File: config.mk
export PLATFORM = sky130hd
export DESIGN_NAME = alu_seq
export DESIGN_NICKNAME = d
export VERILOG_FILES = /design/src/rtl/alu_pkg.sv /design/src/rtl/alu_mul_iter.sv /design/src/rtl/alu_seq.sv
export SDC_FILE = /design/constraint.sdc
export NUM_CORES = 1
export LEC_CHECK = 0
export ABC_AREA = 0
export BUFFER_PORTS_ARGS = -buffer_cell sky130_fd_sc_hd__buf_4
export CAP_MARGIN = 20
export CORE_MARGIN = 1
export CORE_UTILIZATION = 45
export CTS_BUF_LIST = sky130_fd_sc_hd__clkbuf_8
export CTS_CLUSTER_SIZE = 10
export DETAILED_ROUTE_END_ITERATION = 6
export PLACE_DENSITY = 0.73
export SETUP_SLACK_MARGIN = 0.4
export SKIP_LAST_GASP = 1
export SYNTH_ARGS = -nofsm -noshare
export SYNTH_HDL_FRONTEND = slang
export SYNTH_SLANG_ARGS = --single-unit
File: constraint.sdc
create_clock -name i_clk -period 6.3 [get_ports i_clk]
set_clock_uncertainty 0.05 [all_clocks]
set_input_delay 0.945 -clock i_clk [delete_from_list [all_inputs] [get_ports i_clk]]
set_output_delay 0.945 -clock i_clk [all_outputs]
set_load 0.02 [all_outputs]
File: src/rtl/alu_pkg.sv
// alu_pkg: shared op encodings, FSM states and status bit positions
// for the sequential ALU and its iterative multiplier.
package alu_pkg;

   localparam logic [3:0] OP_AND  = 4'b0000;
   localparam logic [3:0] OP_OR   = 4'b0001;
   localparam logic [3:0] OP_ADD  = 4'b0010;
   localparam logic [3:0] OP_SLL  = 4'b0011;
   localparam logic [3:0] OP_SRL  = 4'b0100;
   localparam logic [3:0] OP_HOLD = 4'b0101;
   localparam logic [3:0] OP_SUB  = 4'b0110;
   localparam logic [3:0] OP_SLT  = 4'b0111;
   localparam logic [3:0] OP_MULT = 4'b1000;

   localparam int ST_Z = 3;
   localparam int ST_N = 2;
   localparam int ST_C = 1;
   localparam int ST_V = 0;

   typedef enum logic [1:0] {
      S_IDLE = 2'd0,
      S_MUL  = 2'd1,
      S_FIN  = 2'd2
   } state_e;

endpackage

File: src/rtl/alu_mul_iter.sv
// alu_mul_iter: unsigned shift-add multiplier, one step per cycle,
// WIDTH steps; {o_hi,o_lo} holds the full product once busy drops.
module alu_mul_iter
   import alu_pkg::*;
#(
   parameter int WIDTH = 32
) (
   input  logic             i_clk,
   input  logic             i_reset,
   input  logic             i_start,
   input  logic [WIDTH-1:0] i_a,
   input  logic [WIDTH-1:0] i_b,
   output logic             o_busy,
   output logic             o_done,
   output logic [WIDTH-1:0] o_hi,
   output logic [WIDTH-1:0] o_lo
);

   localparam int CW = $clog2(WIDTH);

   logic [WIDTH-1:0] r_a;
   logic [WIDTH-1:0] r_hi;
   logic [WIDTH-1:0] r_lo;
   logic [CW-1:0]    r_cnt;
   logic             r_busy;
   logic [WIDTH:0]   w_sum;

   // add the multiplicand into the high half when the next multiplier bit is set
   always_comb begin
      w_sum = {1'b0, r_hi};
      if (r_lo[0]) begin
         w_sum = {1'b0, r_hi} + {1'b0, r_a};
      end
   end

   // done marks the cycle whose edge performs the final step
   assign o_done = r_busy && (r_cnt == CW'(WIDTH - 1));
   assign o_busy = r_busy;
   assign o_hi   = r_hi;
   assign o_lo   = r_lo;

   // load operands, then shift the product register right one bit per step
   always_ff @(posedge i_clk) begin
      if (i_reset) begin
         r_a    <= '0;
         r_hi   <= '0;
         r_lo   <= '0;
         r_cnt  <= '0;
         r_busy <= 1'b0;
      end else if (i_start && !r_busy) begin
         r_a    <= i_a;
         r_hi   <= '0;
         r_lo   <= i_b;
         r_cnt  <= '0;
         r_busy <= 1'b1;
      end else if (r_busy) begin
         r_hi  <= w_sum[WIDTH:1];
         r_lo  <= {w_sum[0], r_lo[WIDTH-1:1]};
         r_cnt <= r_cnt + 1'b1;
         if (o_done) begin
            r_busy <= 1'b0;
         end
      end
   end

endmodule

File: src/rtl/alu_seq.sv
// alu_seq: registered ALU with single-cycle ops and an optional
// iterative multiplier sequenced through IDLE/MUL/FIN.
module alu_seq
   import alu_pkg::*;
#(
   parameter int WIDTH  = 32,
   parameter int MUL_EN = 1
) (
   input  logic                     i_clk,
   input  logic                     i_reset,
   input  logic                     i_start,
   input  logic [3:0]               i_op,
   input  logic [WIDTH-1:0]         i_a,
   input  logic [WIDTH-1:0]         i_b,
   input  logic [$clog2(WIDTH)-1:0] i_shamt,
   output logic [WIDTH-1:0]         o_result,
   output logic [WIDTH-1:0]         o_hi,
   output logic [3:0]               o_status,
   output logic                     o_busy,
   output logic                     o_done
);

   state_e           r_state;
   state_e           w_next;
   logic [WIDTH-1:0] r_result;
   logic [WIDTH-1:0] r_hi;
   logic [3:0]       r_status;
   logic             r_done;

   logic [WIDTH-1:0] w_bop;
   logic             w_cin;
   logic [WIDTH:0]   w_sum;
   logic             w_ovf;
   logic [WIDTH-1:0] w_res;
   logic             w_c;
   logic             w_v;
   logic             w_legal;
   logic             w_mul_start;
   logic             w_mul_busy;
   logic             w_mul_done;
   logic [WIDTH-1:0] w_mul_hi;
   logic [WIDTH-1:0] w_mul_lo;

   // SUB and SLT share the adder as a + ~b + 1
   always_comb begin
      w_bop = i_b;
      w_cin = 1'b0;
      if (i_op == OP_SUB || i_op == OP_SLT) begin
         w_bop = ~i_b;
         w_cin = 1'b1;
      end
   end

   assign w_sum = {1'b0, i_a} + {1'b0, w_bop} + {{WIDTH{1'b0}}, w_cin};
   assign w_ovf = (i_a[WIDTH-1] == w_bop[WIDTH-1]) &&
                  (w_sum[WIDTH-1] != i_a[WIDTH-1]);

   // single-cycle result and flag selection; MULT/HOLD are handled by the FSM
   always_comb begin
      w_res   = '0;
      w_c     = 1'b0;
      w_v     = 1'b0;
      w_legal = 1'b1;
      case (i_op)
         OP_AND: w_res = i_a & i_b;
         OP_OR:  w_res = i_a | i_b;
         OP_ADD, OP_SUB: begin
            w_res = w_sum[WIDTH-1:0];
            w_c   = w_sum[WIDTH];
            w_v   = w_ovf;
         end
         OP_SLT: begin
            w_res = {{(WIDTH-1){1'b0}}, w_sum[WIDTH-1] ^ w_ovf};
            w_c   = w_sum[WIDTH];
            w_v   = w_ovf;
         end
         OP_SLL: w_res = i_b << i_shamt;
         OP_SRL: w_res = i_b >> i_shamt;
         default: w_legal = 1'b0;
      endcase
   end

   // next state; a multiply is launched only from IDLE
   always_comb begin
      w_next      = r_state;
      w_mul_start = 1'b0;
      case (r_state)
         S_IDLE: begin
            if (i_start && i_op == OP_MULT && MUL_EN != 0) begin
               w_mul_start = 1'b1;
               w_next      = S_MUL;
            end
         end
         S_MUL: begin
            if (w_mul_done) begin
               w_next = S_FIN;
            end
         end
         S_FIN:   w_next = S_IDLE;
         default: w_next = S_IDLE;
      endcase
   end

   // state register
   always_ff @(posedge i_clk) begin
      if (i_reset) begin
         r_state <= S_IDLE;
      end else begin
         r_state <= w_next;
      end
   end

   // result/status/done registers, updated from IDLE requests or FIN
   always_ff @(posedge i_clk) begin
      if (i_reset) begin
         r_result <= '0;
         r_hi     <= '0;
         r_status <= '0;
         r_done   <= 1'b0;
      end else begin
         r_done <= 1'b0;
         if (r_state == S_IDLE && i_start && !w_mul_start) begin
            r_done <= 1'b1;
            if (i_op == OP_HOLD) begin
               r_result <= r_result;
            end else if (w_legal) begin
               r_result       <= w_res;
               r_status[ST_Z] <= ~|w_res;
               r_status[ST_N] <= w_res[WIDTH-1];
               r_status[ST_C] <= w_c;
               r_status[ST_V] <= w_v;
            end else begin
               r_result <= '0;
               r_status <= 4'b1000;
            end
         end else if (r_state == S_FIN) begin
            r_done         <= 1'b1;
            r_result       <= w_mul_lo;
            r_hi           <= w_mul_hi;
            r_status[ST_Z] <= ~|w_mul_lo;
            r_status[ST_N] <= w_mul_hi[WIDTH-1];
            r_status[ST_C] <= 1'b0;
            r_status[ST_V] <= 1'b0;
         end
      end
   end

   if (MUL_EN != 0) begin : g_mul
      alu_mul_iter #(.WIDTH(WIDTH)) u_mul (
         .i_clk   (i_clk),
         .i_reset (i_reset),
         .i_start (w_mul_start),
         .i_a     (i_a),
         .i_b     (i_b),
         .o_busy  (w_mul_busy),
         .o_done  (w_mul_done),
         .o_hi    (w_mul_hi),
         .o_lo    (w_mul_lo)
      );
   end else begin : g_nomul
      assign w_mul_busy = 1'b0;
      assign w_mul_done = 1'b0;
      assign w_mul_hi   = '0;
      assign w_mul_lo   = '0;
   end

   assign o_result = r_result;
   assign o_hi     = r_hi;
   assign o_status = r_status;
   assign o_busy   = w_mul_busy;
   assign o_done   = r_done;

endmodule

==> run metrics <==
IO Pins=146; antenna viol nets, final=0; hpwl dp=around 52 mm; layout cells sized above 1=0.148; vias in the first global route=15900; RSZ-0062 raised after global routing=false; gr usage total=0.385; sequential area share after synthesis=0.222; Slew Limit Fails=0; Worst R2R End=g_mul.u_mul.o_hi[31]; routed len/inst=27.0 um; R2R depth=15; Sink Count=173; clk buf depth=2; Main synth FF type=dfxtp_1; chip width=~190 um; Post-synth EDFFs=0; syn_nets=2230; # setup viols final=0; Mapped Cells=2084; Root Driver=clkbuf_8; first-pass GRT wire length=102 mm; wirelength, routed=69.1 mm; Synth Register Bits=between 150 and 200; post-CTS sizing=0; Synth Cell Area=15600 um2; largest fanout on the critical path=33; failing checks=DRC; Highest Clock Rate=197 MHz; Synth-to-Final Area Change=10.6%; pwr dens=175 nW/um2; Max VDD drop=0.189 mV; Vias=17000; hold path cells=2; 1st-iter DRT viols=2026; DRT Pass-1 Iters=7; Tcrit/Tclk final=0.804; final hold vios=0; outcome=finished with violations; final instance area=17200 um2; Fill cells=between 3000 and 4000; Distinct cells, synth=85; hold buffers post-CTS=0; port buffer count=145; R2R Setup Slk=2270 ps; Leakage=6.65 nW; startpoint type of the worst setup path=input pin; Initial Util=0.462; Die Span Y=188 um; drc violations=1; Post-DP Area=16800 um2; num rows=67; Final nets=around 2200; Remaining Overflow, GRT=0; actual slew at the worst max-slew pin=1130 ps; CP arrival=5370 ps; largest net degree at the start of global routing=94; Clk Latency, worst-skew pair=520 ps; syn_area_per_cell=7.48 um2; core area=33800 um2; Hold EP=o_result[10]; Setup CP Type=input pin to register; Slew headroom=0.247; CTS tree=built; Setup TNS=0 ps; area of the multi-input gates=11300 um2; ANT cells=0; sequential standard cell area=3470 um2; # Post-CTS Setup Buffers=0; warnings from Yosys=0; Min Hold Slack=410 ps; GPL Wtd Cong=1.07; Clock transition at path regs=80 ps; Min-Delay Path Class=register to register; Inserted Clock Buffers=17; hold path startpoint=o_result[10]; min Tclk post-route=around 5100 ps; via/cell ratio=6.64; antenna violations before repair=1; Req. time, crit path=6600 ps; reg2reg start=g_mul.u_mul.o_hi[0]; Setup crit end kind=register; CTS H-Tree Depth=4; die footprint=35400 um2; share of flip-flops with an asynchronous set or reset=0; Max-Cap Viols=0
cell type report:
cell class | instances | area share
timing repair buffer | 184 | 0.0801
inverter | 27 | 0.00588
sequential | 173 | 0.201
tap | 448 | 0.0325
clock inverter | 14 | 0.0105
multi-input combinational | 1693 | 0.656
clock buffer | 18 | 0.0144
worst max-delay path: stages:
cell and delay [ps]:
buf_4 200, nand3b_1 140, buf_4 480, xnor2_1 130, ha_1 430, a21oi_1 380, o21ai_0 230, a211oi_1 410
o2111ai_1 280, a31oi_1 300, nand2_1 80, a21o_1 210, a21oi_1 240, mux2i_1 300, o221ai_1 220, a22oi_1 240
a211oi_1 100
layer usage:
metal	vias up	GRT usage	wire [um]
met1	8086	0.506	28700
met5	-	0	0
met4	0	0.220	4250
met2	1015	0.582	29800
li1	7667	-	-
met3	213	0.0801	6290
sequential cells by signal, indices dropped and copies added, names as in the netlist:
register            cells
g_mul.u_mul.o_lo       32
o_done                  1
g_mul.u_mul.r_a        32
r_state                 2
o_status                4
g_mul.u_mul.o_busy      1
g_mul.u_mul.o_hi       32
o_hi                   32
g_mul.u_mul.r_cnt       5
o_result               32
synthesized netlist by cell type (all sizes together), types with 12 or more instances:
master	count	area share
a22oi	26	0.013
nand2b	26	0.010
nand3	64	0.021
nand2	302	0.073
inv	27	0.0065
or3	12	0.0048
ha	68	0.055
o22ai	18	0.0072
o21ai	107	0.034
nor4	18	0.0072
nor2	187	0.045
mux2i	91	0.058
o211ai	26	0.013
xor2	18	0.010
nand4	19	0.0076
a21o	30	0.014
nor2b	15	0.0060
maj3	12	0.0077
a31oi	18	0.0072
clkbuf	150	0.036
buf	41	0.014
mux4	43	0.062
mux2	39	0.028
dfxtp	173	0.22
xnor2	54	0.030
a211oi	51	0.025
a21oi	246	0.079
nor3	31	0.0099
o21a	19	0.0091
how the worst max path moves through the flow:
stage / slack, ps / startpoint / cells past startpoint / to
after global placement: 770 / i_shamt[1] / 14 / o_status[3]
after CTS: 1400 / i_op[3] / 17 / o_result[30]
after global routing: 1010 / i_shamt[1] / 15 / o_status[3]
final: 1230 / i_op[3] / 17 / o_result[30]
after detailed placement: 880 / i_op[3] / 17 / o_result[30]
after floorplan: 1440 / i_op[1] / 19 / o_status[3]
logic make-up after synthesis:
logic type / count (synthesis) / share of synthesized area
buf+inv: 218 / 0.0564
compound gates: 640 / 0.258
xor+xnor: 72 / 0.0404
flops: 173 / 0.222
simple gates: 726 / 0.209
fa+ha+maj: 82 / 0.0648
mux: 173 / 0.149
cell usage in the layout, fill, tap and decap left out, types with 29 or more instances in the layout:
cell and instances:
dfxtp_1 171, o21ai_0 93, nor3_1 30, mux2i_1 91
nand2_1 302, ha_1 68, mux2_2 29, nand3_1 64
a21oi_1 244, a211oi_1 51, nor2_1 186, mux4_2 43
xnor2_1 54, a21o_1 30, buf_4 184
report_power, final:
| part | total (mW) | leakage [nW] | internal [mW] | switching (mW) |
|---|---|---|---|---|
| sequential | 1.14 | 1.40 | 1.12 | 0.0227 |
| clock | 0.853 | 0.225 | 0.411 | 0.442 |
| combinational | 1.03 | 5.02 | 0.366 | 0.665 |
| total | 3.02 | 6.65 | 1.90 | 1.13 |
through the flow:
step	std cells	total power, mW	util	worst slack [ps]
after floorplan	2084	1.81	-	1440
after global placement	2525	2.16	0.498	768
after detailed placement	2525	2.16	0.498	880
after CTS	2557	3.00	0.510	1400
after global routing	2557	3.14	0.510	1010
final	2557	3.02	0.510	1230
(Power assumes the default switching activity.)
